## config.mk

```make
export PLATFORM = sky130hd
export DESIGN_NAME = ic_mem_arbiter
export DESIGN_NICKNAME = d
export VERILOG_FILES = /design/src/rtl/ic_pkg.sv /design/src/rtl/ic_arb_id_fifo.sv /design/src/rtl/ic_mem_arbiter.sv
export SDC_FILE = /design/constraint.sdc
export NUM_CORES = 1
export LEC_CHECK = 0
export CAP_MARGIN = 0
export CORE_AREA = 2 2 126 128
export DETAILED_ROUTE_END_ITERATION = 8
export DIE_AREA = 0 0 128 130
export PLACE_DENSITY = 0.48
export SKIP_CTS_REPAIR_TIMING = 1
export SYNTH_ARGS = -nofsm -noshare
export SYNTH_HDL_FRONTEND = slang
export SYNTH_HIERARCHICAL = 1
export SYNTH_SLANG_ARGS = --single-unit
```

## constraint.sdc

```tcl
create_clock -name g_clk -period 4.5 [get_ports g_clk]
set_input_delay 0.675 -clock g_clk [delete_from_list [all_inputs] [get_ports g_clk]]
set_output_delay 0.675 -clock g_clk [all_outputs]
set_load 0.01 [all_outputs]
```

## src/rtl/ic_pkg.sv

```systemverilog
// Shared constants and types for the ic_mem_arbiter codebase slice.
package ic_pkg;

  localparam logic IC_ID_S0 = 1'b0;
  localparam logic IC_ID_S1 = 1'b1;

  localparam int unsigned IC_ADDR_W = 32;
  localparam int unsigned IC_DATA_W = 32;
  localparam int unsigned IC_STRB_W = 4;

  typedef enum logic {
    StUnlocked,
    StLocked
  } arb_state_e;

endpackage

```

## src/rtl/ic_arb_id_fifo.sv

```systemverilog
// In-order FIFO of 1-bit requester IDs; remembers which requester owns each outstanding response.
module ic_arb_id_fifo
  import ic_pkg::*;
#(
  parameter int unsigned Depth = 2,
  parameter int unsigned PtrW  = 1
) (
  input  logic clk_i,
  input  logic rst_i,
  input  logic push_i,
  input  logic push_id_i,
  input  logic pop_i,
  output logic full_o,
  output logic empty_o,
  output logic head_o
);

  logic [Depth-1:0] mem_q, mem_d;
  logic [PtrW-1:0]  wr_ptr_q, wr_ptr_d;
  logic [PtrW-1:0]  rd_ptr_q, rd_ptr_d;
  logic [PtrW:0]    count_q, count_d;
  logic             do_push, do_pop;

  // Pointers wrap at Depth, which need not be a power of two.
  function automatic logic [PtrW-1:0] ptr_inc(input logic [PtrW-1:0] p);
    return (p == PtrW'(Depth - 1)) ? '0 : p + 1'b1;
  endfunction

  assign full_o  = (count_q == (PtrW + 1)'(Depth));
  assign empty_o = (count_q == '0);
  assign head_o  = mem_q[rd_ptr_q];
  assign do_push = push_i && !full_o;
  assign do_pop  = pop_i && !empty_o;

  always_comb begin
    mem_d    = mem_q;
    wr_ptr_d = wr_ptr_q;
    rd_ptr_d = rd_ptr_q;
    count_d  = count_q;
    if (do_push) begin
      mem_d[wr_ptr_q] = push_id_i;
      wr_ptr_d        = ptr_inc(wr_ptr_q);
    end
    if (do_pop) begin
      rd_ptr_d = ptr_inc(rd_ptr_q);
    end
    case ({do_push, do_pop})
      2'b10:   count_d = count_q + 1'b1;
      2'b01:   count_d = count_q - 1'b1;
      default: count_d = count_q;
    endcase
  end

  always_ff @(posedge clk_i) begin
    if (rst_i) begin
      mem_q    <= {Depth{IC_ID_S0}};
      wr_ptr_q <= '0;
      rd_ptr_q <= '0;
      count_q  <= '0;
    end else begin
      mem_q    <= mem_d;
      wr_ptr_q <= wr_ptr_d;
      rd_ptr_q <= rd_ptr_d;
      count_q  <= count_d;
    end
  end

endmodule

```

## src/rtl/ic_mem_arbiter.sv

```systemverilog
// Two-requester round-robin arbiter with request locking onto one peripheral memory port.
// Optional per-requester stall counters are built when IC_ARB_STALL_CNT_EN is defined.
module ic_mem_arbiter
  import ic_pkg::*;
#(
  parameter int unsigned MAX_OUTSTANDING = 2,
  parameter int unsigned ID_PTR_W        = 1
) (
  input  logic                 g_clk,
  input  logic                 g_reset,

  input  logic                 s0_req,
  input  logic                 s0_wen,
  input  logic [IC_STRB_W-1:0] s0_strb,
  input  logic [IC_DATA_W-1:0] s0_wdata,
  input  logic [IC_ADDR_W-1:0] s0_addr,
  output logic                 s0_gnt,
  output logic                 s0_recv,
  input  logic                 s0_ack,
  output logic                 s0_error,
  output logic [IC_DATA_W-1:0] s0_rdata,

  input  logic                 s1_req,
  input  logic                 s1_wen,
  input  logic [IC_STRB_W-1:0] s1_strb,
  input  logic [IC_DATA_W-1:0] s1_wdata,
  input  logic [IC_ADDR_W-1:0] s1_addr,
  output logic                 s1_gnt,
  output logic                 s1_recv,
  input  logic                 s1_ack,
  output logic                 s1_error,
  output logic [IC_DATA_W-1:0] s1_rdata,

  output logic                 p_req,
  output logic                 p_wen,
  output logic [IC_STRB_W-1:0] p_strb,
  output logic [IC_DATA_W-1:0] p_wdata,
  output logic [IC_ADDR_W-1:0] p_addr,
  input  logic                 p_gnt,
  input  logic                 p_recv,
  output logic                 p_ack,
  input  logic                 p_error,
  input  logic [IC_DATA_W-1:0] p_rdata
`ifdef IC_ARB_STALL_CNT_EN
  ,
  output logic [31:0]          stall_cnt_s0,
  output logic [31:0]          stall_cnt_s1
`endif
);

  arb_state_e state_q, state_d;
  logic       owner_q, owner_d;
  logic       rr_last_q, rr_last_d;

  logic sel, sel_req, accept, fifo_pop;
  logic fifo_full, fifo_empty, fifo_head;
  logic head_s0, head_s1;

  always_comb begin
    if (state_q == StLocked) begin
      sel = owner_q;
    end else if (s0_req && !s1_req) begin
      sel = IC_ID_S0;
    end else if (s1_req && !s0_req) begin
      sel = IC_ID_S1;
    end else begin
      sel = ~rr_last_q;
    end
  end

  // Request path: pure steering from sel, blocked while the ID FIFO is full.
  always_comb begin
    if (sel == IC_ID_S1) begin
      sel_req = s1_req;
      p_wen   = s1_wen;
      p_strb  = s1_strb;
      p_wdata = s1_wdata;
      p_addr  = s1_addr;
    end else begin
      sel_req = s0_req;
      p_wen   = s0_wen;
      p_strb  = s0_strb;
      p_wdata = s0_wdata;
      p_addr  = s0_addr;
    end
    p_req  = !g_reset && sel_req && !fifo_full;
    accept = p_req && p_gnt;
    s0_gnt = accept && (sel == IC_ID_S0);
    s1_gnt = accept && (sel == IC_ID_S1);
  end

  // Response path: the FIFO head decides who sees the peripheral response.
  always_comb begin
    head_s0  = !fifo_empty && (fifo_head == IC_ID_S0);
    head_s1  = !fifo_empty && (fifo_head == IC_ID_S1);
    s0_recv  = !g_reset && p_recv && head_s0;
    s1_recv  = !g_reset && p_recv && head_s1;
    s0_error = head_s0 && p_error;
    s1_error = head_s1 && p_error;
    s0_rdata = head_s0 ? p_rdata : '0;
    s1_rdata = head_s1 ? p_rdata : '0;
    p_ack    = !g_reset && ((head_s0 && s0_ack) || (head_s1 && s1_ack));
    fifo_pop = p_recv && p_ack;
  end

  always_comb begin
    state_d   = state_q;
    owner_d   = owner_q;
    rr_last_d = rr_last_q;
    if (accept) begin
      state_d   = StUnlocked;
      rr_last_d = sel;
    end else if (p_req) begin
      state_d = StLocked;
      owner_d = sel;
    end
  end

  always_ff @(posedge g_clk) begin
    if (g_reset) begin
      state_q   <= StUnlocked;
      owner_q   <= IC_ID_S0;
      rr_last_q <= IC_ID_S1;
    end else begin
      state_q   <= state_d;
      owner_q   <= owner_d;
      rr_last_q <= rr_last_d;
    end
  end

  ic_arb_id_fifo #(
    .Depth (MAX_OUTSTANDING),
    .PtrW  (ID_PTR_W)
  ) u_id_fifo (
    .clk_i     (g_clk),
    .rst_i     (g_reset),
    .push_i    (accept),
    .push_id_i (sel),
    .pop_i     (fifo_pop),
    .full_o    (fifo_full),
    .empty_o   (fifo_empty),
    .head_o    (fifo_head)
  );

`ifdef IC_ARB_STALL_CNT_EN
  logic [31:0] stall_s0_q, stall_s0_d;
  logic [31:0] stall_s1_q, stall_s1_d;

  always_comb begin
    stall_s0_d = stall_s0_q;
    stall_s1_d = stall_s1_q;
    if (s0_req && !s0_gnt && (stall_s0_q != 32'hFFFF_FFFF)) begin
      stall_s0_d = stall_s0_q + 32'd1;
    end
    if (s1_req && !s1_gnt && (stall_s1_q != 32'hFFFF_FFFF)) begin
      stall_s1_d = stall_s1_q + 32'd1;
    end
  end

  always_ff @(posedge g_clk) begin
    if (g_reset) begin
      stall_s0_q <= '0;
      stall_s1_q <= '0;
    end else begin
      stall_s0_q <= stall_s0_d;
      stall_s1_q <= stall_s1_d;
    end
  end

  assign stall_cnt_s0 = stall_s0_q;
  assign stall_cnt_s1 = stall_s1_q;
`endif

endmodule

```

== After elaboration in Yosys (flattened, before gate mapping) ==
Cells that the tools add are included.
Storage, ports and cells
  bits in registers: 9
  output and inout port bits: 141
  logic and storage cells: 70
  input port bits: 179
Operators by class
  bitwise gates (word level): 4
  reductions and logical operators: 31
  eq/ne operators: 3
  $add $sub $neg: 4
  order comparisons: 3
  muxes and demuxes: 18
Operators by type and width (number)
  $mux W32: 4
  $logic_and A1 B1 Y1: 21
  $mux W1: 10
  $logic_not A1 Y1: 5
  $eq A2 B2 Y1 const B: 2
  $lt A1 B2 Y1 const B: 2
  $mux W4: 1
  $not A1 Y1: 4
  $pmux W2 S2: 1
  $add A1 B1 Y1 const B: 2
  $add A2 B1 Y2 const B: 1
  $bwmux W2: 1
  $eq A2 B1 Y1 const B: 1
  $logic_not A2 Y1: 1
  $reduce_and A2 Y1: 1
  $reduce_bool A2 Y1: 1
  $reduce_or A2 Y1: 1
  $sub A2 B1 Y2 const B: 1
  $demux W1 S1: 1
  $ge A1 B1 Y1 const B: 1
  $logic_or A1 B1 Y1: 1

== Logic depth before layout (Yosys ltp) ==
  word-level depth: 12
  gate-level depth with buffers: 10
  depth with buffers taken out: 10

== Modules after synthesis ==
The synthesis kept the hierarchy.
By module, submodules not included
  ic_mem_arbiter: times used 1, seq. area each 60.1 um^2, cells each 189, area each 1587.8 um^2
  ic_arb_id_fifo: times used 1, seq. area each 120.1 um^2, cells each 31, area each 291.5 um^2

== Worst setup path before layout ==
Ideal clock, no wire load.
  kind: input port to output port
  start: input port s1_req
  end: output port p_addr[0]
  cell stages on the path: 4
  setup slack: 2.196 ns
  data required time: 3.825 ns
  arrival time: 1.629 ns
  path buffers: 1
  cells stage by stage: a21boi_1 > o21ai_4 > buf_6 > mux2_1
Between the ends
  word-level cells in the longest chain between the ends: 5
  elaborated cells on any way between the ends: 7
  classes of those cells: mux: 4; reduce/logical: 3
Ends and longest elaborated chain
  start: declaration: RTL line ic_mem_arbiter.sv:23  | input logic s1_req,
  $logic_and A1 B1 Y1 or $logic_not A1 Y1 (tied branches): RTL line ic_mem_arbiter.sv:64, ic_mem_arbiter.sv:62
  $mux W1 or $logic_and A1 B1 Y1 (tied branches): RTL line ic_mem_arbiter.sv:64, ic_mem_arbiter.sv:62
  $mux W1 *: RTL line ic_mem_arbiter.sv:62  | end else if (s0_req && !s1_req) begin
  $mux W1 *: RTL line ic_mem_arbiter.sv:60  | if (state_q == StLocked) begin
  $mux W32 *: RTL line ic_mem_arbiter.sv:73  | if (sel == IC_ID_S1) begin
  end: declaration: RTL line ic_mem_arbiter.sv:38  | output logic [IC_ADDR_W-1:0] p_addr,
Mark *: on every way between the ends. The rest lies on a longest branch, timed or not.

== Worst setup path after layout ==
  start: input port s0_req
  end: output port p_addr[27]
Between the ends
  word-level cells in the longest chain between the ends: 6
  elaborated cells on any way between the ends: 7
  classes of those cells: mux: 4; reduce/logical: 3
Ends and longest elaborated chain
  start: declaration: RTL line ic_mem_arbiter.sv:12  | input logic s0_req,
  $logic_not A1 Y1: RTL line ic_mem_arbiter.sv:64  | end else if (s1_req && !s0_req) begin
  $logic_and A1 B1 Y1: RTL line ic_mem_arbiter.sv:64
  $mux W1: RTL line ic_mem_arbiter.sv:64
  $mux W1 *: RTL line ic_mem_arbiter.sv:62
  $mux W1 *: RTL line ic_mem_arbiter.sv:60
  $mux W32 *: RTL line ic_mem_arbiter.sv:73
Marked as above.

==> summary.md <==
| Metric | Value |
|---|---|
| Share of layout cells above drive strength 1 | `14.6%` |
| # nets final | `716` |
| Pleak | `2.00 nW` |
| Power Total | `854 uW` |
| FF+latch count, synth | `9` |
| Slew headroom | `66.4%` |
| Gr usage total | `13.7%` |
| H-tree depth | `1` |
| Hold slack | `0.482 ns` |
| Mapped Cells | `220` |
| Synth-to-Final Area Change | `185%` |
| Initial antenna violation count | `5` |
| Die area | `16600 um2` |
| Clk pwr share | `18.3%` |
| Most frequent cells in the layout | `clkdlybuf4s50_1, and2_1, mux2_2` |
| Fmax | `268 MHz` |
| Post-synthesis instance area | `1880 um2` |
| DR pass1 iterations | `4` |
| Synth warnings | `6` |
| WP data required | `3.83 ns` |
| Yosys cell types | `37` |
| Final instance area | `5360 um2` |
| Avg Cell Area, Syn | `8.54 um2` |
| Total wire length | `12300 um` |
| CTS tree | `yes` |
| Setup repair after global routing missed its margin | `false` |
| Area occupied by multi-input gates | `1580 um2` |
| First-pass GRT wire length | `17000 um` |
| Worst vdd ir | `0.139 mV` |
| Final Hold Violating Endpoints | `0` |
| Worst Tran Pin Value | `0.502 ns` |
| Wirelength per Cell | `16.8 um` |
| CP most frequent cell | `clkdlybuf4s50_1` |
| Clock sinks | `9` |
| CP startpoint | `s0_req` |
| Crit-path max FO | `39` |
| HP Class | `flop to flop` |
| DRC Markers | `0` |
| Commonest non-fill, non-tap cell in the layout | `clkdlybuf4s50_1` |
| Gr busiest metal | `met2` |
| Pint | `605 uW` |
| Vias per cell | `3.90` |
| Met3 Usage GRT | `7.30%` |
| CP Launch Type | `input port` |
| Placed wire-length estimate | `11000 um` |
| Final min period | `3.73 ns` |
| Post-layout util | `34.8%` |
| Setup TNS | `0 ns` |
| Hold path start | `u_id_fifo/mem_q[0]` |
| Die H | `130 um` |
| Met1 usage | `14.8%` |
| Worst skew pair latency | `0.23 ns` |
| Vias in the first global route | `2910` |
| Seq pwr share | `10.5%` |
| Core area | `15400 um2` |
| Clock transition at the registers of the reported paths | `0.04 ns` |
| Max Clock Skew | `0.00384 ns` |
| CP endpoint kind | `output port` |
| DR vias | `2851` |
| Setup violators final | `0` |
| Crit-path cells | `clkdlybuf4s50_1 -> o21bai_1 -> o21ai_4 -> buf_12 -> mux2_2 -> clkdlybuf4s50_1` |
| Largest net degree at the start of global routing | `40` |
| Reg-to-Reg Start | `u_id_fifo/count_q[0]` |
| Sw frac | `29.2%` |
| Final Cycle Share | `82.9%` |
| Pwr Density | `159 nW/um2` |
| Register area share after synthesis | `9.59%` |
| GR Util met2 | `24.2%` |
| CTS Root Cell | `clkbuf_16` |
| Worst path arrival time | `3.06 ns` |
| Total global routing overflow | `0` |
| Sequential Area | `180 um2` |
| Initial DRC Count | `35` |
| Max Cap Violations | `0` |
| Port Buf Inserts | `319` |
| I/O Pins | `320` |
| Antenna-violating nets left | `0` |
| Crit path kind | `input port to output port` |
| Slowest stage cell on the critical path | `clkdlybuf4s50_1` |
| FP Rows | `46` |
| Final GP Congestion | `0.760` |
| Num CTS Buffers | `3` |
| CP max stage delay | `0.56 ns` |
| Die X | `128 um` |
| Placed cell areas | `5270 um2` |
| Fillers | `1568` |
| Initial core utilization | `12.2%` |
| Pins Over Slew Limit | `0` |
| Longest Clk Path Bufs | `2` |
| Sw Pwr | `249 uW` |
| Mapped Nets | `400` |
| Status | `completed` |
| Combinational Power Share | `71.2%` |
-- registers in the layout (all words and copies together), names as in the netlist --
register,count
owner_q,1
rr_last_q,1
state_q,1
u_id_fifo/count_q,2
u_id_fifo/mem_q,2
u_id_fifo/rd_ptr_q,1
u_id_fifo/wr_ptr_q,1
-- power by group through the flow --
stage | registers [mW] | logic, mW | clock network [mW]
after floorplan | 0.0896 | 0.238 | 0
final | 0.0894 | 0.608 | 0.157
after CTS | 0.0894 | 0.616 | 0.163
after global routing | 0.0902 | 0.648 | 0.165
after global placement | 0.0905 | 0.613 | 0
after detailed placement | 0.0908 | 0.612 | 0
-- cell families after synthesis --
kind of cell	count (synthesis)	share of synthesized area, %
DFF	9	9.59
xor gates and xnor gates	3	1.40
adders and majority gates	1	0.666
and+or+nand+nor	95	29.9
muxes	74	44.1
buffers and inverters	19	6.59
AOI/OAI and AO/OA	19	7.72
-- routing by layer --
metal	vias up	share of wire [%]
met5	-	0.19
met4	4	1.0
met3	10	14
met2	202	47
met1	1233	38
li1	1402	-
-- cell type report --
class	count	area share, %
Multi-Input combinational cell	192	29.4
Antenna cell	4	0.187
Clock buffer	4	1.47
Sequential cell	9	3.36
Timing Repair Buffer	324	60.7
Inverter	6	0.420
Tap cell	192	4.48
-- cells in the mapped netlist --
cell / instances / area [um2]
and2_1: 66 / 413
nor3b_1: 1 / 7.51
mux2i_1: 3 / 30.0
ha_1: 1 / 12.5
o21ba_1: 1 / 10.0
o21a_1: 1 / 7.51
dfxtp_1: 9 / 180
and3_1: 1 / 6.26
o21ai_0: 2 / 10.0
a21o_1: 1 / 7.51
or3_1: 1 / 6.26
a211o_1: 1 / 8.76
o21bai_1: 1 / 7.51
o21ai_1: 1 / 5.00
a221oi_1: 1 / 8.76
inv_1: 5 / 18.8
a21boi_1: 1 / 7.51
a21oi_1: 3 / 15.0
mux2_2: 65 / 732
o211ai_1: 3 / 22.5
nand2b_1: 4 / 25.0
nor2_1: 8 / 30.0
nand4_1: 1 / 6.26
clkbuf_1: 6 / 22.5
buf_6: 7 / 78.8
or2_2: 2 / 12.5
mux2_1: 6 / 67.6
nor3b_2: 1 / 12.5
xor2_1: 1 / 8.76
nand2_1: 7 / 26.3
xnor2_1: 2 / 17.5
a21boi_0: 1 / 7.51
o2111a_1: 1 / 11.3
o21ai_4: 1 / 16.3
nor3_1: 2 / 10.0
nor2b_1: 1 / 6.26
inv_2: 1 / 3.75
-- stage by stage --
| stage | std cells | setup WS [ns] |
|---|---|---|
| 2_1_floorplan | 220 | 2.20 |
| 3_5_place_dp | 723 | 0.727 |
| 3_3_place_gp | 723 | 0.777 |
| 5_1_grt | 727 | 0.627 |
| 6_report | 731 | 0.769 |
| 4_1_cts | 727 | 0.723 |
-- worst max-delay path: cells and delay by family --
kind	cells	cell delay [ns]
multiplexers	1	0.37
buffers and inverters	3	1.36
AO/OA/AOI/OAI	2	0.63
-- worst paths after layout --
kind / endpoint / slack [ns] / depth (start not counted)
worst max-delay path: p_addr[27] / 0.77 / 6
worst min-delay path: u_id_fifo/mem_q[0] / 0.48 / 2
worst max register to register: u_id_fifo/count_q[1] / 2.09 / 9
worst min register to register: u_id_fifo/mem_q[0] / 0.48 / 2
Power figures use the tool's default switching activity.
